File: src/rtl/seg_scan_ctrl.sv
// Multiplexed seven-segment scan controller with per-slot blanking, leading-zero
// suppression and frame-synchronous double-buffered loading of the displayed value.
module seg_scan_ctrl #(
    parameter int NUM_DIGITS   = 4,
    parameter int REFRESH_DIV  = 50000,
    parameter int BLANK_CYCLES = 16
) (
    input  logic                    clk,
    input  logic                    rst,
    input  logic [4*NUM_DIGITS-1:0] value,
    input  logic                    load,
    input  logic [NUM_DIGITS-1:0]   dp_mask,
    input  logic                    lz_en,
    output logic [3:0]              num,
    output logic [NUM_DIGITS-1:0]   an_n,
    output logic                    dp_n,
    output logic                    load_ack
);

    localparam int CNT_W = $clog2(REFRESH_DIV);
    localparam int IDX_W = $clog2(NUM_DIGITS);
    localparam logic [CNT_W-1:0] CNT_LAST   = CNT_W'(REFRESH_DIV - 1);
    localparam logic [CNT_W-1:0] BLANK_LAST = CNT_W'(BLANK_CYCLES - 1);
    localparam logic [IDX_W-1:0] IDX_LAST   = IDX_W'(NUM_DIGITS - 1);

    typedef enum logic {
        BLANK = 1'b0,
        SHOW  = 1'b1
    } state_t;

    state_t                  state_q, state_d;
    logic [CNT_W-1:0]        cnt_q, cnt_d;
    logic [IDX_W-1:0]        idx_q, idx_d;
    logic [4*NUM_DIGITS-1:0] shadow_q, shadow_d;
    logic [NUM_DIGITS-1:0]   shadow_dp_q, shadow_dp_d;
    logic                    pend_q, pend_d;
    logic [4*NUM_DIGITS-1:0] pend_val_q, pend_val_d;
    logic [NUM_DIGITS-1:0]   pend_dp_q, pend_dp_d;
    logic [3:0]              num_q, num_d;
    logic [NUM_DIGITS-1:0]   an_n_q, an_n_d;
    logic                    dp_n_q, dp_n_d;
    logic                    load_ack_q, load_ack_d;

    logic                    frame_wrap;
    logic                    zero_run;
    logic                    suppress;
    logic                    lit;

    // Scan sequencing: blank window, then show until the slot ends.
    always_comb begin
        state_d    = state_q;
        cnt_d      = cnt_q + 1'b1;
        idx_d      = idx_q;
        frame_wrap = 1'b0;
        if (cnt_q == CNT_LAST) begin
            cnt_d   = '0;
            state_d = BLANK;
            if (idx_q == IDX_LAST) begin
                idx_d      = '0;
                frame_wrap = 1'b1;
            end else begin
                idx_d = idx_q + 1'b1;
            end
        end else if (state_q == BLANK && cnt_q == BLANK_LAST) begin
            state_d = SHOW;
        end
    end

    // Commit happens before a same-cycle load is accepted, so the new data waits a frame.
    always_comb begin
        shadow_d    = shadow_q;
        shadow_dp_d = shadow_dp_q;
        pend_d      = pend_q;
        pend_val_d  = pend_val_q;
        pend_dp_d   = pend_dp_q;
        load_ack_d  = 1'b0;
        if (frame_wrap && pend_q) begin
            shadow_d    = pend_val_q;
            shadow_dp_d = pend_dp_q;
            pend_d      = 1'b0;
            load_ack_d  = 1'b1;
        end
        if (load) begin
            pend_d     = 1'b1;
            pend_val_d = value;
            pend_dp_d  = dp_mask;
        end
    end

    // A digit is dark when it and every digit to its left hold zero.
    always_comb begin
        zero_run = 1'b1;
        suppress = 1'b0;
        for (int i = NUM_DIGITS - 1; i >= 1; i--) begin
            zero_run = zero_run && (shadow_d[4*i +: 4] == 4'd0);
            if (lz_en && zero_run && (idx_d == IDX_W'(i))) begin
                suppress = 1'b1;
            end
        end
    end

    always_comb begin
        lit    = (state_d == SHOW) && !suppress;
        num_d  = shadow_d[{idx_d, 2'b00} +: 4];
        an_n_d = '1;
        dp_n_d = 1'b1;
        if (lit) begin
            an_n_d = ~(NUM_DIGITS'(1) << idx_d);
            dp_n_d = ~shadow_dp_d[idx_d];
        end
    end

    always_ff @(posedge clk) begin
        if (rst) begin
            state_q     <= BLANK;
            cnt_q       <= '0;
            idx_q       <= '0;
            shadow_q    <= '0;
            shadow_dp_q <= '0;
            pend_q      <= 1'b0;
            pend_val_q  <= '0;
            pend_dp_q   <= '0;
            num_q       <= '0;
            an_n_q      <= '1;
            dp_n_q      <= 1'b1;
            load_ack_q  <= 1'b0;
        end else begin
            state_q     <= state_d;
            cnt_q       <= cnt_d;
            idx_q       <= idx_d;
            shadow_q    <= shadow_d;
            shadow_dp_q <= shadow_dp_d;
            pend_q      <= pend_d;
            pend_val_q  <= pend_val_d;
            pend_dp_q   <= pend_dp_d;
            num_q       <= num_d;
            an_n_q      <= an_n_d;
            dp_n_q      <= dp_n_d;
            load_ack_q  <= load_ack_d;
        end
    end

    assign num      = num_q;
    assign an_n     = an_n_q;
    assign dp_n     = dp_n_q;
    assign load_ack = load_ack_q;

endmodule

File: config.mk
export PLATFORM = sky130hd
export DESIGN_NAME = seg_scan_ctrl
export DESIGN_NICKNAME = d
export VERILOG_FILES = /design/src/rtl/seg_scan_ctrl.sv
export SDC_FILE = /design/constraint.sdc
export NUM_CORES = 1
export LEC_CHECK = 0
export CORE_MARGIN = 1
export CORE_UTILIZATION = 50
export CTS_BUF_LIST = sky130_fd_sc_hd__clkbuf_8
export DETAILED_ROUTE_END_ITERATION = 12
export PLACE_DENSITY = 0.72
export SETUP_SLACK_MARGIN = 0.3
export SLEW_MARGIN = 40
export SYNTH_ARGS = -nofsm -noshare
export SYNTH_HDL_FRONTEND = slang
export SYNTH_SLANG_ARGS = --single-unit
File: constraint.sdc
create_clock -name clk -period 2.3 [get_ports clk]
set_input_delay 0.46 -clock clk [delete_from_list [all_inputs] [get_ports clk]]
set_output_delay 0.46 -clock clk [all_outputs]
set_load 0.1 [all_outputs]
==> results.txt <==
----------------------------------------------------
[GRT]
  Global Route Usage Sum ... 0.219
  First-pass GRT wire length ... 10.6 mm
  Maximum number of pins on one net before global-route repair ... 33
  Vias in the first global route ... 2284
  Initial antenna violation count ... 0
  Final global-route overflow total ... 0

[Timing]
  Final Slew Violations ... 0
  Final count of negative-setup-slack endpoints ... 0
  Worst setup slack after layout ... 307 ps
  Minimum clock period ... 1990 ps
  Final Hold Violating Endpoints ... 0
  Final clock skew ... 7.85 ps
  Slew @ Worst Pin ... 446 ps
  Worst max-slew margin expressed relative to the limit ... 0.700
  Max frequency ... 502 MHz
  Unrepaired setup endpoints after global routing ... yes
  Final critical-path share of the clock period ... 0.866
  Total negative slack for setup checks ... 0 ps

[Setup path]
  Critical register-to-register path startpoint ... cnt_q[4]
  Worst-case reg-to-reg path depth ... 8
  Setup crit start kind ... flop
  CP Class ... reg2reg
  Worst Path Required ... 2580 ps
  Capture instance of the worst register-to-register path ... shadow_q[10]
  Reg-to-reg setup timing slack ... 310 ps
  Cell at the slowest stage of the critical path ... dfxtp_4
  Critical path arrival ... 2270 ps
  Critical Path End Type ... flop
  Chain of cells forming the critical path ... nor4_4 > nand4_1 > buf_4 > buf_6 > nor2_2 > clkbuf_4 > nand2_1 > a21oi_1
  Critical-path maximum fanout ... 18
  Largest stage delay on the critical path ... 370 ps

[Synthesis]
  Count of mapped cells out of synthesis ... 342
  Portion of synthesized cell area occupied by the leading cell type ... 0.459
  Synth Warn # ... 0
  Number of distinct library cells after synthesis ... 45
  Net count after synthesis ... 368
  Number of enable-type register cells in the synthesized netlist ... 0
  Post-synthesis instance area ... 0.00305 sq mm
  Top cell types by occurrence after synthesis ... dfxtp_1 (70), nand2_1 (49), nor2_1 (46)
  Portion of the post-synthesis area used by sequential elements ... 0.459
  Flop and latch count out of synthesis ... 70
  Cell with the most instances after synthesis ... dfxtp_1
  Avg Inst Size Synth ... 8.93 sq um
  Leading register cell type out of synthesis ... dfxtp_1
  Most area-consuming cells after synthesis ... dfxtp_1 (46%), mux2i_1 (10%), nand2_1 (6.0%)
  Leading area contributor after synthesis ... dfxtp_1
  Post-synthesis async set-or-reset flop share ... 0

[Floorplanning]
  Die footprint ... 0.00642 sq mm
  FP Rows ... 28
  I/O pin count ... 34
  Core Footprint ... 0.00592 sq mm
  Initial core utilization ... 0.516
  Die Y-Extent ... 80.1 microns
  Die width ... 80.1 microns

[Pwr]
  Largest voltage drop on the vdd net ... 440 uV
  Static leakage ... 1.52 nW
  Tot Pwr ... 2.44 mW
  Power Dens Cells ... 636 mW/mm^2

[Worst hold path]
  Hold Crit Start ... cnt_q[0]
  Path type of the worst min-delay path ... reg2reg
  Worst hold path depth ... 1
  Endpoint with the worst hold slack ... cnt_q[0]

[Detailed routing]
  Number of DRC markers in iteration 0 ... 150
  DRC violations left ... 0
  Detailed-routing iteration count for the pre-antenna-repair pass ... 4
  Wire length after detailed routing ... 6.52 mm
  Vias per cell ... 5.41
  Total via count in the routed design ... 2510
  Antenna viol nets, final ... 0
  Routed wire length per instance ... 14.1 microns

[Clock tree]
  Cts bufs inserted ... 9
  Clock tree sinks ... 70
  H-tree depth ... 3
  Root Driver ... clkbuf_8
  Count of hold buffers inserted by post-cts repair ... 0
  Clock-pin slew on the worst setup and hold paths ... 70 ps
  Maximum clock insertion buffer count ... 2
  TritonCTS clock tree ... built
  Clock latency reported for the late side of the worst-skew pair ... 350 ps

[Placement]
  Pre-CTS setup slack ... 159 ps
  Final estimated routing congestion in global placement ... 0.845
  I/O Buffers ... 33
  Placed cells ... 445
  Half-perimeter wire length of the detailed placement result ... 4.39 mm

[Finish]
  Final core area utilization ... 0.649
  Fraction of layout cells with a size suffix above 1 ... 0.198
  Layout Cells excl Fill ... 464
  Area delta synth->final ... 25.8%
  Number of nets at the end of the flow ... 410
  Antenna diodes ... 0

[Outcome]
  Outcome ... finished clean

[Flow run]
  Max Cap Violations ... 0

----------------------------------------------------
-- stage by stage --
step	hold WS [ps]	area, sq um
after floorplan	416	3090
after global placement	425	3510
after detailed placement	432	3510
after CTS	443	3740
after global routing	453	3840
final	438	3840
-- sequential cells by signal, summed over array words and instances, names as in the netlist --
name         cells
num              4
state_q          1
pend_dp_q        4
pend_val_q      16
load_ack         1
an_n             4
shadow_q        16
dp_n             1
pend_q           1
shadow_dp_q      4
idx_q            2
cnt_q           16
-- per-layer routing --
| metal | global-route usage | routed length (microns) | up-vias |
|---|---|---|---|
| met5 | 0 | 0 | - |
| li1 | - | - | 1264 |
| met3 | 0.0500 | 309 | 11 |
| met2 | 0.339 | 2990 | 55 |
| met1 | 0.285 | 3130 | 1180 |
| met4 | 0.109 | 97 | 0 |
-- critical path: cells and delay by family (launching register included) --
kind	cells	cell delay (ps)
compound gates	1	140
buf+inv	3	610
flops	1	370
simple gates	4	780
-- placed cells by master (no fill, tap or decap), drive strengths merged, types with 6 or more instances in the layout --
cell type	n
nand3	11
nand2	49
buf	29
o21ai	6
clkdlybuf4s50	22
a21oi	24
clkbuf	10
nor2	46
dfxtp	70
xnor2	8
and3	9
xor2	6
mux2i	33
-- where the power goes --
part           internal (mW)  leakage [nW]  total (mW)  switching, mW
Combinational         0.0706         0.840       0.125         0.0545
Clock                  0.604         0.110        1.06          0.456
Sequential              1.24         0.571        1.26         0.0221
-- logic make-up after synthesis --
kind of cell	share of synthesized area
xor+xnor	0.0402
simple gates	0.213
compound gates	0.110
buf+inv	0.0336
mux	0.136
fa+ha+maj	0.00820
flops	0.459
-- what timing repair did --
item                                    4_1_cts  5_1_grt
resized for setup                             9       19
cloned                                        0        1
pin swaps                                     2        5
buffers inserted                              1        1
endpoints found under the setup margin       10       21
-- layout make-up --
type | instances | area, sq um
Fill cell | 496 | 2080
Multi-Input combinational cell | 247 | 1650
Sequential cell | 70 | 1410
Inverter | 4 | 15.0
Tap cell | 75 | 93.8
Clock buffer | 9 | 124
Clock inverter | 7 | 90.1
Timing Repair Buffer | 52 | 458
-- worst max path at each step --
stage | start | end | slack (ps) | depth (start not counted)
global placement | idx_q[1] | num[3] | 140 | 5
detailed placement | idx_q[1] | num[3] | 160 | 5
global route | cnt_q[4] | shadow_q[9] | 220 | 8
finish | cnt_q[4] | shadow_q[10] | 310 | 8
floorplan | cnt_q[1] | an_n[1] | 310 | 9
CTS | cnt_q[7] | num[3] | 300 | 5
Note: power is estimated with default switching activity, not from simulation.
==> edit 1 (same flow settings) <==
`REFRESH_DIV`: 50000 -> 100000.
--- a/src/rtl/seg_scan_ctrl.sv
+++ b/src/rtl/seg_scan_ctrl.sv
@@ -2,7 +2,7 @@
 // suppression and frame-synchronous double-buffered loading of the displayed value.
 module seg_scan_ctrl #(
     parameter int NUM_DIGITS   = 4,
-    parameter int REFRESH_DIV  = 50000,
+    parameter int REFRESH_DIV  = 100000,
     parameter int BLANK_CYCLES = 16
 ) (
     input  logic                    clk,
Function: same outputs for any inputs over 10 cycles, from zero or initial values and one cycle with rst high; that may be too few to reach the edited logic, so the function may still have changed.
==> edit 1 against the unedited design <==
Cell count shrank 0.65%; largest power group unchanged; via count rose by 1.8%; setup slack worse by 0.12 ns; sequential cell count rose by 1; routed wire length increased by 6.4%; critical path type unchanged; sequential share of layout area grew 0.62 points; cell area increased by 0.52%; global-route usage grew 1.5 points; critical path depth did not move; synthesized area down 1.7%; power shrank 0.85%.
==> edit 1: results (changes against the unedited design) <==
metric	value	unit	change
crit path max fanout	8		-10
Slowest-stage cell, CP	or3_4		
Seq pwr share	52.6	%	+1.1 points
share of the yosys chip area belonging to registers	47.4	%	+1.5 points
gr usage total	23.3	%	+1.5 points
filler-free cell count of the finished design	461		-0.65%
post-synthesis adder-cell area fraction	0.834	%	+0.014 points
pre-CTS setup slack	0.153	ns	-0.00516 ns
Cells after Synth	337		-1.5%
count of unique library cells instantiated by Yosys	41		-8.9%
share of cell area taken by muxes after synthesis	14.2	%	+0.57 points
Routed met2 length	3.29	mm	+10%
placed cell areas	3460	um2	-1.2%
1st-iter DRT viols	126		-16%
routing usage on met2	34.7	%	+0.77 points
source-to-sink clock delay at the later pin of the worst-skew pair	0.35	ns	about the same
iteration count of the initial detailed-routing pass	4		unchanged
post-synthesis net count	363		-1.4%
fraction of layout cells with a size suffix above 1	22.1	%	+2.3 points
weighted congestion at the end of routability-driven global placement	0.828		-2.0%
Leakage Power	1.54	nW	+1.3%
HPWL after detailed placement	4.61	mm	+4.8%
registers with the most flip-flops	cnt_q: 17 flops, pend_val_q: 16 flops, shadow_q: 16 flops		
vias after detailed routing	2555		+1.8%
arrival time worst endpoint	2.34	ns	+0.07 ns
placed cell count	433		-2.7%
internal power	1.88	mW	-1.7%
status	finished, final reports clean		
wirelength, routed	6.94	mm	+6.4%
wire length on met1	3.06	mm	-2.0%
hold-critical path depth	2		+1
fraction of the mapped netlist area in compound gates	8.88	%	-2.1 points
met3 routed wirelength	394	um	+28%
maximum resistive drop on vdd	0.473	mV	+7.7%
via count of the first global-routing pass	2310		+1.1%
clock power share	42.2	%	-1.1 points
xor and xnor area share after synthesis	3.79	%	-0.22 points
most area-consuming cells after synthesis	dfxtp_1, mux2i_1, nor2_1		
pin count of the biggest net entering global routing	36		+9.1%
worst slew margin relative to its limit	75.8	%	+5.8 points
synth cell count leaders	dfxtp_1, nor2_1, nand2_1		
max incr delay on CP	0.42	ns	+0.05 ns
met1 track demand over resource	31.0	%	+2.5 points
met3 track demand over resource	5.37	%	+0.37 points
Worst Clk Skew	0.00755	ns	-0.000300 ns
==> edit 1: changes by cell type after synthesis, sizes merged, moves of 3 or more <==
| cell | change |
|---|---|
| nand2 | -3 |
| xor2 | +3 |
| nor2 | +7 |
| clkbuf | +5 |
| buf | -6 |
| xnor2 | -4 |
| o21ai | +3 |
==> edit 1: timing repair <==
item / 4_1_cts / 5_1_grt
endpoints found under the setup margin: 7 / 7
cloned: 0 / 1
pin swaps: 8 / 9
gates resized for setup: 13 / 13
buffers inserted: 4 / 7
==> edit 1: worst paths after layout <==
| check | startpoint | endpoint | slack (ns) |
|---|---|---|---|
| setup / recovery | cnt_q[12]$_SDFF_PP0_ | num[3]$_SDFF_PP0_ | 0.19 |
| hold / removal | pend_val_q[5]$_SDFFE_PP0P_ | shadow_q[5]$_SDFF_PP0_ | 0.46 |
| setup reg to reg | cnt_q[12]$_SDFF_PP0_ | num[3]$_SDFF_PP0_ | 0.19 |
| hold reg to reg | pend_val_q[5]$_SDFFE_PP0P_ | shadow_q[5]$_SDFF_PP0_ | 0.46 |
==> edit 1: stage by stage <==
step,hold WS (ns),total power [mW]
after CTS,0.438,2.44
after global routing,0.478,2.51
after floorplan,0.416,1.37
after global placement,0.422,1.42
final,0.461,2.42
after detailed placement,0.428,1.43
==> edit 1: layout make-up <==
type,count,area (um2)
Fill cell,451,1780
Multi-Input combinational cell,244,1600
Sequential cell,71,1440
Timing Repair Buffer,56,515
Clock buffer,11,151
Tap cell,72,90.1
Clock inverter,5,56.3
Inverter,2,7.51
==> edit 1: worst reg2reg max path: cells and delay by family (launching register included) <==
family / cells / cell delay, ns
flip-flops: 1 / 0.35
AO/OA/AOI/OAI: 2 / 0.28
multiplexers: 1 / 0.21
buffers and inverters: 1 / 0.16
AND/OR/NAND/NOR: 4 / 1.00
==> edit 2 (same flow settings) <==
Without the edit above. `pend_val_q` no longer has a reset.
--- a/src/rtl/seg_scan_ctrl.sv
+++ b/src/rtl/seg_scan_ctrl.sv
@@ -118,7 +118,6 @@
             shadow_q    <= '0;
             shadow_dp_q <= '0;
             pend_q      <= 1'b0;
-            pend_val_q  <= '0;
             pend_dp_q   <= '0;
             num_q       <= '0;
             an_n_q      <= '1;
@@ -131,13 +130,16 @@
             shadow_q    <= shadow_d;
             shadow_dp_q <= shadow_dp_d;
             pend_q      <= pend_d;
-            pend_val_q  <= pend_val_d;
             pend_dp_q   <= pend_dp_d;
             num_q       <= num_d;
             an_n_q      <= an_n_d;
             dp_n_q      <= dp_n_d;
             load_ack_q  <= load_ack_d;
         end
+    end
+
+    always_ff @(posedge clk) begin
+        pend_val_q <= pend_val_d;
     end
 
     assign num      = num_q;
Formal check against the unedited RTL: no difference found for any inputs over 10 cycles, from zero or initial values and one cycle with rst high; that may be too few to reach the edited logic, so the function may still have changed.
==> edit 2 against the unedited design <==
Global-route usage is 0.95 points lower; setup slack worse by 0.24 ns; synthesized area is 9.3% lower; largest cell class is now registers; power is 7.3% lower; sequential cell count stayed put; routed wire length is 9.7% lower; cell area is 7.2% lower; largest power group unchanged; cell count is 16% lower.
==> edit 2: results (changes against the unedited design) <==
metric	value	unit	change
status	finished, final reports clean		
EDFF count, synth	16		+16
placed cell areas	3230	um2	-7.9%
depth of the worst register-to-register path	6		-2
post-synthesis adder-cell area fraction	0.904	%	+0.084 points
number of setup buffers added after CTS	5		+4
weighted congestion at the end of routability-driven global placement	0.811		-4.0%
worst hold slack	0.443	ns	+0.00497 ns
multi-input combinational gate total	171		-31%
routing usage on met2	35.2	%	+1.3 points
fraction of the mapped netlist area in compound gates	5.29	%	-5.7 points
pin count of the biggest net entering global routing	22		-33%
vias after detailed routing	2036		-19%
most area-consuming cells after synthesis	dfxtp_1, edfxtp_1, mux2i_1		
number of resized instances in the post-cts repair step	4		-5
crit path max fanout	4		-14
fraction of layout cells with a size suffix above 1	25.2	%	+5.4 points
layout overhead on the synthesized area	28.7	%	
synth cell count leaders	dfxtp_1, nor2_1, mux2i_1		
clkbuf count	10		+1
transition at the pin with the smallest max-transition slack	0.422	ns	-0.0247 ns
placed cell count	362		-19%
share of cell area taken by muxes after synthesis	11.7	%	-1.9 points
final-layout non-clock buffer area share	13.9	%	+2.0 points
Leakage Power	1.50	nW	-1.2%
share of the final layout cell area in multi-input gates	34.5	%	-8.5 points
synthesized area per cell	10.9	um2	+23%
1st-iter DRT viols	95		-37%
pre-CTS setup slack	0.0684	ns	-0.0902 ns
share of the yosys chip area belonging to registers	56.4	%	+10 points
met1 track demand over resource	24.8	%	-3.6 points
non-clock inverter count	3		-1
launch point of the critical path	cnt_q[13]$_SDFF_PP0_		
gr usage total	20.9	%	-0.95 points
maximum resistive drop on vdd	0.433	mV	-1.4%
critical path capture point	an_n[2]$_SDFF_PP1_		
die width	76.4	um	-4.6%
FILL cells	399		-20%
met3 track demand over resource	5.75	%	+0.75 points
average routed wire per standard cell	15.2	um	+8.0%
Slowest-stage cell, CP	or4_4		
HPWL after detailed placement	4.07	mm	-7.3%
xor and xnor area share after synthesis	4.11	%	+0.096 points
count of unique library cells instantiated by Yosys	39		-13%
flop-to-flop setup slack	0.06	ns	-0.24 ns
-- edit 2: changes by cell type in the layout (fill, tap and decap cells not counted), sizes merged, moves of 4 or more --
cell | unedited run | this run
mux2 | 5 | 1
a21oi | 24 | 5
a22o | 0 | 4
buf | 29 | 35
edfxtp | 0 | 16
o22ai | 4 | 0
dfxtp | 70 | 54
nand2 | 49 | 10
-- edit 2: cells by family after synthesis --
| logic type | count (synthesis) |
|---|---|
| buf+inv | 13 |
| fa+ha+maj | 2 |
| flops | 70 |
| simple gates | 103 |
| mux | 32 |
| xor+xnor | 13 |
| compound gates | 20 |
-- edit 2: report_power, final --
part | internal (mW) | switching, mW | total (mW)
logic | 0.0528 | 0.0365 | 0.0893
clock network | 0.417 | 0.448 | 0.865
registers | 1.29 | 0.0209 | 1.31
total | 1.76 | 0.505 | 2.27
-- edit 2: per-layer routing --
metal | share of wire [%] | up-vias
met5 | 0 | -
met4 | 1.2 | 0
met3 | 3.9 | 7
met2 | 51 | 53
met1 | 44 | 952
li1 | - | 1024
